===== src/rtl/vga_timing_gen.sv =====
// vga_timing_gen -- raster timing generator for a VGA DAC.
//
// Purpose:
//   Sweeps a horizontal and a vertical counter across the full raster,
//   including the porches and the sync pulses. The visible coordinate
//   (o_x, o_y) goes out to the frame ROMs. The ROM returns the pixel colour
//   combinationally on i_rgb. On every enabled cycle one register stage
//   captures colour, syncs, blank and the frame-start marker together, so
//   all DAC-side outputs stay mutually aligned one enabled cycle behind the
//   counters.
//
// Ports:
//   i_clk          system clock, rising edge
//   i_rst          synchronous active-high reset
//   i_pix_en       pixel-clock enable; all state advances only when 1
//   o_x, o_y       visible column/row (0 outside the visible area), combinational
//   i_rgb          {R,G,B} from the frame ROM for the current o_x/o_y
//   o_vga_r/g/b    registered DAC colour (0 while blanked)
//   o_vga_hs/vs    registered active-low syncs
//   o_vga_blank_n  registered, 1 during the visible area
//   o_vga_sync_n   constant 0 (sync-on-green unused)
//   o_frame_start  one-clock pulse aligned with output pixel (0,0)
//   o_frame_cnt    registered count of completed frames, wraps 255->0
module vga_timing_gen #(
  parameter int H_ACTIVE = 640,
  parameter int H_FP     = 16,
  parameter int H_SYNC   = 96,
  parameter int H_BP     = 48,
  parameter int V_ACTIVE = 480,
  parameter int V_FP     = 10,
  parameter int V_SYNC   = 2,
  parameter int V_BP     = 33
) (
  input  logic        i_clk,
  input  logic        i_rst,
  input  logic        i_pix_en,
  output logic [9:0]  o_x,
  output logic [8:0]  o_y,
  input  logic [23:0] i_rgb,
  output logic [7:0]  o_vga_r,
  output logic [7:0]  o_vga_g,
  output logic [7:0]  o_vga_b,
  output logic        o_vga_hs,
  output logic        o_vga_vs,
  output logic        o_vga_blank_n,
  output logic        o_vga_sync_n,
  output logic        o_frame_start,
  output logic [7:0]  o_frame_cnt
);

  // Raster geometry, all expressed in the 10-bit counter domain.
  localparam int H_TOTAL = H_ACTIVE + H_FP + H_SYNC + H_BP;
  localparam int V_TOTAL = V_ACTIVE + V_FP + V_SYNC + V_BP;

  localparam logic [9:0] H_ACT_W    = 10'(H_ACTIVE);
  localparam logic [9:0] H_LAST_W   = 10'(H_TOTAL - 1);
  localparam logic [9:0] H_SYNC_S_W = 10'(H_ACTIVE + H_FP);
  localparam logic [9:0] H_SYNC_E_W = 10'(H_ACTIVE + H_FP + H_SYNC);
  localparam logic [9:0] V_ACT_W    = 10'(V_ACTIVE);
  localparam logic [9:0] V_LAST_W   = 10'(V_TOTAL - 1);
  localparam logic [9:0] V_SYNC_S_W = 10'(V_ACTIVE + V_FP);
  localparam logic [9:0] V_SYNC_E_W = 10'(V_ACTIVE + V_FP + V_SYNC);

  logic [9:0]  h_cnt_r;
  logic [9:0]  v_cnt_r;
  logic [23:0] rgb_r;
  logic        hs_r;
  logic        vs_r;
  logic        blank_n_r;
  logic        frame_start_r;
  logic [7:0]  frame_cnt_r;

  logic        h_vis_s;
  logic        v_vis_s;
  logic        visible_s;
  logic        h_last_s;
  logic        v_last_s;
  logic        hs_raw_s;
  logic        vs_raw_s;
  logic        at_origin_s;
  logic [9:0]  x_s;
  logic [8:0]  y_s;

  // Decode the counter position: visibility, wrap points, raw syncs, coordinates.
  always_comb begin
    h_vis_s     = (h_cnt_r < H_ACT_W);
    v_vis_s     = (v_cnt_r < V_ACT_W);
    visible_s   = h_vis_s && v_vis_s;
    h_last_s    = (h_cnt_r == H_LAST_W);
    v_last_s    = (v_cnt_r == V_LAST_W);
    hs_raw_s    = !((h_cnt_r >= H_SYNC_S_W) && (h_cnt_r < H_SYNC_E_W));
    vs_raw_s    = !((v_cnt_r >= V_SYNC_S_W) && (v_cnt_r < V_SYNC_E_W));
    at_origin_s = (h_cnt_r == 10'd0) && (v_cnt_r == 10'd0);
    x_s         = 10'd0;
    y_s         = 9'd0;
    if (h_vis_s) begin
      x_s = h_cnt_r;
    end else begin
      x_s = 10'd0;
    end
    // The visible row range fits in 9 bits, so dropping bit 9 loses nothing.
    if (v_vis_s) begin
      y_s = v_cnt_r[8:0];
    end else begin
      y_s = 9'd0;
    end
  end

  // Raster counters and the single aligned output register stage.
  always_ff @(posedge i_clk) begin
    if (i_rst) begin
      h_cnt_r       <= 10'd0;
      v_cnt_r       <= 10'd0;
      rgb_r         <= 24'h000000;
      hs_r          <= 1'b1;
      vs_r          <= 1'b1;
      blank_n_r     <= 1'b0;
      frame_start_r <= 1'b0;
      frame_cnt_r   <= 8'd0;
    end else if (i_pix_en) begin
      rgb_r         <= visible_s ? i_rgb : 24'h000000;
      hs_r          <= hs_raw_s;
      vs_r          <= vs_raw_s;
      blank_n_r     <= visible_s;
      frame_start_r <= at_origin_s;
      if (h_last_s) begin
        h_cnt_r <= 10'd0;
        if (v_last_s) begin
          v_cnt_r     <= 10'd0;
          frame_cnt_r <= frame_cnt_r + 8'd1;
        end else begin
          v_cnt_r <= v_cnt_r + 10'd1;
        end
      end else begin
        h_cnt_r <= h_cnt_r + 10'd1;
      end
    end else begin
      // Everything holds, except the frame marker, which must stay a
      // single-clock pulse even when the enable is sparse.
      frame_start_r <= 1'b0;
    end
  end

  assign o_x           = x_s;
  assign o_y           = y_s;
  assign o_vga_r       = rgb_r[23:16];
  assign o_vga_g       = rgb_r[15:8];
  assign o_vga_b       = rgb_r[7:0];
  assign o_vga_hs      = hs_r;
  assign o_vga_vs      = vs_r;
  assign o_vga_blank_n = blank_n_r;
  assign o_vga_sync_n  = 1'b0;
  assign o_frame_start = frame_start_r;
  assign o_frame_cnt   = frame_cnt_r;

endmodule


===== config.mk =====
export PLATFORM = sky130hd
export DESIGN_NAME = vga_timing_gen
export DESIGN_NICKNAME = d
export VERILOG_FILES = /design/src/rtl/vga_timing_gen.sv
export SDC_FILE = /design/constraint.sdc
export NUM_CORES = 1
export LEC_CHECK = 0
export ABC_CLOCK_PERIOD_IN_PS = 2300
export BUFFER_PORTS_ARGS = -buffer_cell sky130_fd_sc_hd__buf_2
export CAP_MARGIN = 20
export CELL_PAD_IN_SITES_DETAIL_PLACEMENT = 1
export CELL_PAD_IN_SITES_GLOBAL_PLACEMENT = 2
export CORE_MARGIN = 2
export CORE_UTILIZATION = 29
export DETAILED_ROUTE_END_ITERATION = 8
export PLACE_DENSITY_LB_ADDON = 0.1
export SETUP_SLACK_MARGIN = 0.5
export SLEW_MARGIN = 10
export SYNTH_ARGS = -nofsm -noshare
export SYNTH_HDL_FRONTEND = slang
export SYNTH_SLANG_ARGS = --single-unit

===== constraint.sdc =====
create_clock -name i_clk -period 2.3 [get_ports i_clk]
set_input_delay 0.46 -clock i_clk [delete_from_list [all_inputs] [get_ports i_clk]]
set_output_delay 0.46 -clock i_clk [all_outputs]
set_load 0.05 [all_outputs]

* Yosys cells after proc, flatten, opt, wreduce, memory -nomap -nowiden
Index checks and enable logic that the tools add are counted.
** Storage, ports and cells
- Flip-flop bits (word level) :: 56
- Bits of input ports :: 27
- Output and inout bits :: 56
- Logic and storage cells :: 36
** Operators by class
- Add/sub/neg operators :: 3
- Order comparisons :: 6
- Eq/ne operators :: 2
- Mux-type cells :: 5
- Bitwise logic cells :: 1
- Reductions and logical operators :: 11
** Operators by type and width (number)
- $mux 10 :: 3
- $mux 24 :: 1
- $add 10x1->10 const B :: 2
- $eq 10x10->1 const B :: 2
- $logic_not 10->1 :: 2
- $lt 10x10->1 const B :: 2
- $lt 10x9->1 const B :: 2
- $ge 10x10->1 const B :: 1
- $ge 10x9->1 const B :: 1
- $mux 9 :: 1
- $add 8x1->8 const B :: 1
- $logic_and 1x1->1 :: 4
- $reduce_and 3->1 :: 1
- $logic_not 1->1 :: 2
- $reduce_and 2->1 :: 1
- $reduce_or 2->1 :: 1
- $not 1->1 :: 1

* Longest topological paths before layout
- Word-level depth :: 3
- Depth in mapped cells :: 7
- Gate-level depth less buffers :: 6

* Least setup slack after synthesis
Ideal clock, no wire load.
- Kind :: register to output
- From :: register h_cnt_r[9]
- To :: output o_x[9]
- Arrival time :: 1.615 ns
- Required time :: 1.840 ns
- Slack :: 0.225 ns
- Cell stages (with the launch flop) :: 3
- Path buffers :: 1
- Cell sequence :: dfxtp_1 -> buf_2 -> nor3b_1
** Between the ends
- Cells in the longest elaborated chain, start to end :: 2
** RTL lines
- start: declaration :: RTL line 64 : logic [9:0] h_cnt_r;
- start signal: assignment :: RTL line 135 : h_cnt_r <= h_cnt_r + 10'd1;
- $lt 10x10->1 :: RTL line 86 : h_vis_s = (h_cnt_r < H_ACT_W);
- $mux 10 (*) :: RTL line 96 : if (h_vis_s) begin
- end: declaration :: RTL line 37 : output logic [9:0] o_x,
Mark *: on every way between the ends. The rest lies on a longest branch, timed or not.

* Final worst setup path
- From :: register v_cnt_r[7]
- To :: output o_y[3]
** Between the ends
- Cells in the longest elaborated chain, start to end :: 2
** RTL lines
- start: declaration :: RTL line 65 : logic [9:0] v_cnt_r;
- start signal: assignment :: RTL line 132 : v_cnt_r <= v_cnt_r + 10'd1;
- $lt 10x9->1 :: RTL line 87 : v_vis_s = (v_cnt_r < V_ACT_W);
- $mux 9 :: RTL line 102 : if (v_vis_s) begin
- end: declaration :: RTL line 38 : output logic [8:0] o_y,
Every way passes these cells.

==> results <==
- The flow ran to the end, and the final reports show no timing, DRC or antenna violations.
- After clock tree synthesis, the clock-pin slew on the worst setup and hold paths is 0.11 ns.
- The most used flip-flop cell after synthesis is dfxtp_1.
- The highest layer touched by signal routing is met4.
- Entering global routing, the biggest net connects 25 pins.
- The HPWL after detailed placement is 4920 um.
- The routed layout has 2388 vias.
- Port buffering added 81 buffers.
- The mean post-synth cell area is 9.40 um2.
- The final clock skew is around 0.007 ns.
- The number of hold buffers added after CTS was 0.
- The clock reaches the later pin of the worst-skew pair after 0.31 ns.
- The netlist area before placement is 2510 um2.
- The number of global-route vias before repair came to ~2400.
- Of the synthesized area, sequential elements account for 44.7%.
- In the routed design, unresolved DRC markers number 0.
- After detailed routing, the total wire length is between 7000 and 8000 um.
- The final hold violation count is 0.
- The H-tree depth is 2.
- The top cell types in the final layout, fill and taps aside, are buf_2 (65), dfxtp_1 (45), a22o_1 (24).
- The fraction of power spent switching nets is between 20 and 30%.
- The clock drives 56 sinks.
- Global routing finished with a remaining overflow of 0.
- The number of different library cells used by synthesis comes to 44.
- The first global-routing pass estimated 12600 um of wire.
- The worst min-delay path category is in2reg.
- The worst setup path is of the reg2out kind.
- The endpoint of the worst setup timing path is o_y[3].
- The maximum buffer depth of the clock tree is 2.
- The source of the worst register-to-register timing path is h_cnt_r[7].
- The synthesis warning total is 0.
- The static power due to leakage is around 0.0016 uW.
- The fraction of synthesis flops using an asynchronous set or reset pin is 0%.
- The largest single stage delay on the critical path is ~0.36 ns.
- The y dimension of the die is between 90 and 100 um.
- After detailed routing, the met3 layer carries between 200 and 300 um of wire.
- The all-layer global routing usage is 16.3%.
- The number of max-slew violations in the final report is 0.
- The cell type of the slowest stage on the worst timing path is dfxtp_4.
- The most frequent standard cell in the layout excluding fill and tap cells is buf_2.
- The share of power burned in combinational logic is about 14%.
- Using the TritonRoute via totals, the vias-per-cell ratio works out to 5.08.
- The cell row count is 33.
- After floorplanning, the core was sized to cover just over 8000 um2.
- During I/O placement, the number of pins put on the boundary was just over 80.
- The detailed-routing wirelength on met1 is 3670 um.
- The proportion of power drawn by the clock network is 30.9%.
- Of the post-synthesis cell area, the part taken by muxes is 0.399%.
- Setup repair after global routing could not meet its margin everywhere.
- The max capacitance violation total is 0.
- Synthesis handed over a netlist of 267 instances.
- The overall die width is 97.0 um.
- The share of layout cells above drive strength 1 is 47.9%.
- Counting buffers and inverters, the worst setup path is 5 cells deep.
- The remaining max-slew budget at the tightest pin is 66.5%.
- The worst-case IR drop observed on VDD is 251 uV.
- Together, buffers and inverters on the worst path number 2.
- The clock root buffer is clkbuf_8.
- The family with the most delay on the worst path is simple AND/OR/NAND/NOR gates.
- The nature of the critical path endpoint is an output pin.
- The number of clock buffers inserted by TritonCTS is 5.
- The maximum clock frequency is between 500 and 600 MHz.
- The initial antenna violation count is 0.
- OpenSTA, run right after detailed placement, puts the worst setup slack at 0.216 ns.
- The worst register-to-register path has a depth of 6.
- Walking the worst path, the cells encountered are nand4_1 -> nor2b_4 -> buf_6 -> and2_4 -> buf_8.
- The worst register-to-register path ends at v_cnt_r[9].
- Tracing the worst setup path back leads to its startpoint at v_cnt_r[7].
- For the pin with the worst max-slew slack, the measured transition is between 0.5 and 0.6 ns.
- The count of endpoints failing setup in the final report is 0.
- The final critical-path share of the clock period is 83.7%.
- From synthesis to final layout, the design area changed by 43.6%.
- The largest family of logic cells by synthesized area is simple AND/OR/NAND/NOR gates.
- The routed length per instance is 16.8 um.
- The iteration count of the initial detailed-routing pass is 4.
- The worst register-to-register path has a setup slack of 0.50 ns.
- Across all setup checks in the final design, the least slack found is 0.376 ns.
- The antenna diode count is 0.
- The largest fanout on the critical path is 5.
- The TritonCTS clock tree is done.
- Summing the areas of all fa, ha and maj instances in the mapped netlist gives 2.49% of the synthesized area.
- The post-synthesis xor/xnor area fraction is 4.19%.
- The internal power of the cells totals 1290 uW.
- The arrival time at the worst endpoint is 1.46 ns.
- The clock period minus worst slack is between 1.5 and 2 ns.
- The reported net switching power is roughly 540 uW.
- The post-route antenna net violation count is 0.
- The die area is around 9400 um2.
- The congestion estimate from routability-driven global placement came to just under 0.7.
- The number of enable flip-flop cells after synthesis is 0.
- STA classifies the critical path startpoint as a flip-flop.
- The number of nets handed over by synthesis was 299.
- The share of power burned in registers is between 50% and 60%.
- STA puts the critical path data required time at 1.84 ns.
- Summing the areas of all compound-gate instances in the mapped netlist gives 16.2% of the synthesized area.
- For this block, the initial DRC count from the detailed router was between 40 and 50.
- After detailed routing, the met2 layer carries 3910 um of wire.
- The number of synthesized register bits is between 50 and 60.
- The power density normalized to cell area is 510 nW/um2.
- For this run, the post-layout net count is 396.
- The area share of and/or/nand/nor cells after synthesis is 26.9%.
- For the final routed database, the setup TNS stands at 0 ns.
- The effective utilization at floorplan is roughly 30%.
==> Yosys cell counts (3+ instances only) <==
cell | instances | area (um2)
nor2_1 | 10 | 37.5
nand4_1 | 6 | 37.5
and3_1 | 7 | 43.8
buf_4 | 3 | 22.5
inv_1 | 5 | 18.8
clkbuf_1 | 8 | 30.0
xnor2_1 | 4 | 35.0
buf_2 | 9 | 45.0
nor2b_1 | 4 | 25.0
or3_1 | 4 | 25.0
a22o_1 | 24 | 210
and4_1 | 3 | 26.3
nand2_1 | 9 | 33.8
and2_1 | 15 | 93.8
or4_1 | 10 | 75.1
a21oi_1 | 17 | 85.1
nor3_1 | 8 | 40.0
ha_1 | 5 | 62.6
o21ai_0 | 6 | 30.0
o31ai_1 | 9 | 67.6
nand3_1 | 13 | 65.1
dfxtp_1 | 56 | 1120
xor2_1 | 8 | 70.1
==> power groups by stage <==
stage | combinational, uW | clock (uW) | sequential, uW
after floorplan | 79.3 | 0 | 1130
after global placement | 245 | 0 | 1040
after detailed placement | 244 | 0 | 1040
after CTS | 250 | 601 | 1010
after global routing | 275 | 631 | 1020
final | 258 | 567 | 1010
==> routing by layer <==
layer	vias up	global-route usage, %
li1	1168	-
met1	1166	21.6
met2	52	27.5
met3	2	3.03
met4	0	3.58
met5	-	0
==> worst min-delay path by stage <==
| stage | from | to | slack, ns | depth (start not counted) |
|---|---|---|---|---|
| floorplan | v_cnt_r[8] | v_cnt_r[8] | 0.47 | 2 |
| global placement | rgb_r[16] | rgb_r[16] | 0.45 | 1 |
| detailed placement | rgb_r[20] | rgb_r[20] | 0.45 | 1 |
| CTS | i_rgb[17] | rgb_r[17] | 0.34 | 2 |
| global route | i_rgb[17] | rgb_r[17] | 0.34 | 2 |
| finish | i_rgb[17] | rgb_r[17] | 0.35 | 2 |
==> metrics by stage <==
step                cells  power [uW]  instance area [um2]  hold slack, ns  utilization [%]
CTS                   464        1860                 3410           0.337             41.1
global placement      440        1280                 3000           0.451             36.2
global route          470        1920                 3600           0.343             43.4
floorplan             267        1210                 2510           0.469                -
detailed placement    440        1280                 3000           0.450             36.2
finish                470        1840                 3600           0.351             43.4
==> sequential cells by signal, indices dropped and copies added, names as in the netlist <==
register       flops
o_frame_start      1
o_frame_cnt        8
o_vga_hs           1
rgb_r             24
o_vga_vs           1
h_cnt_r           10
o_vga_blank_n      1
v_cnt_r           10
==> cells by family after synthesis <==
logic type / Yosys count
AOI/OAI and AO/OA: 58
xor gates and xnor gates: 12
adders and majority gates: 5
buffers and inverters: 26
DFF: 56
muxes: 1
other: 1
and+or+nand+nor: 108
==> area by class of cell <==
cell class / instances / area [um2]
well taps: 105 / 131
fillers: 976 / 4700
clock buffers: 5 / 68.8
inverters: 5 / 18.8
flip-flops and latches: 56 / 1150
multi-input cells: 187 / 1430
clock inverters: 3 / 21.3
repair buffers: 109 / 783
==> repair_timing <==
| item | in CTS | in global routing |
|---|---|---|
| gates cloned | 2 | 1 |
| gates resized for setup | 71 | 41 |
| endpoints found under the setup margin | 58 | 33 |
| pin swaps | 8 | 14 |
| buffers inserted | 14 | 5 |
Power figures use the tool's default switching activity.
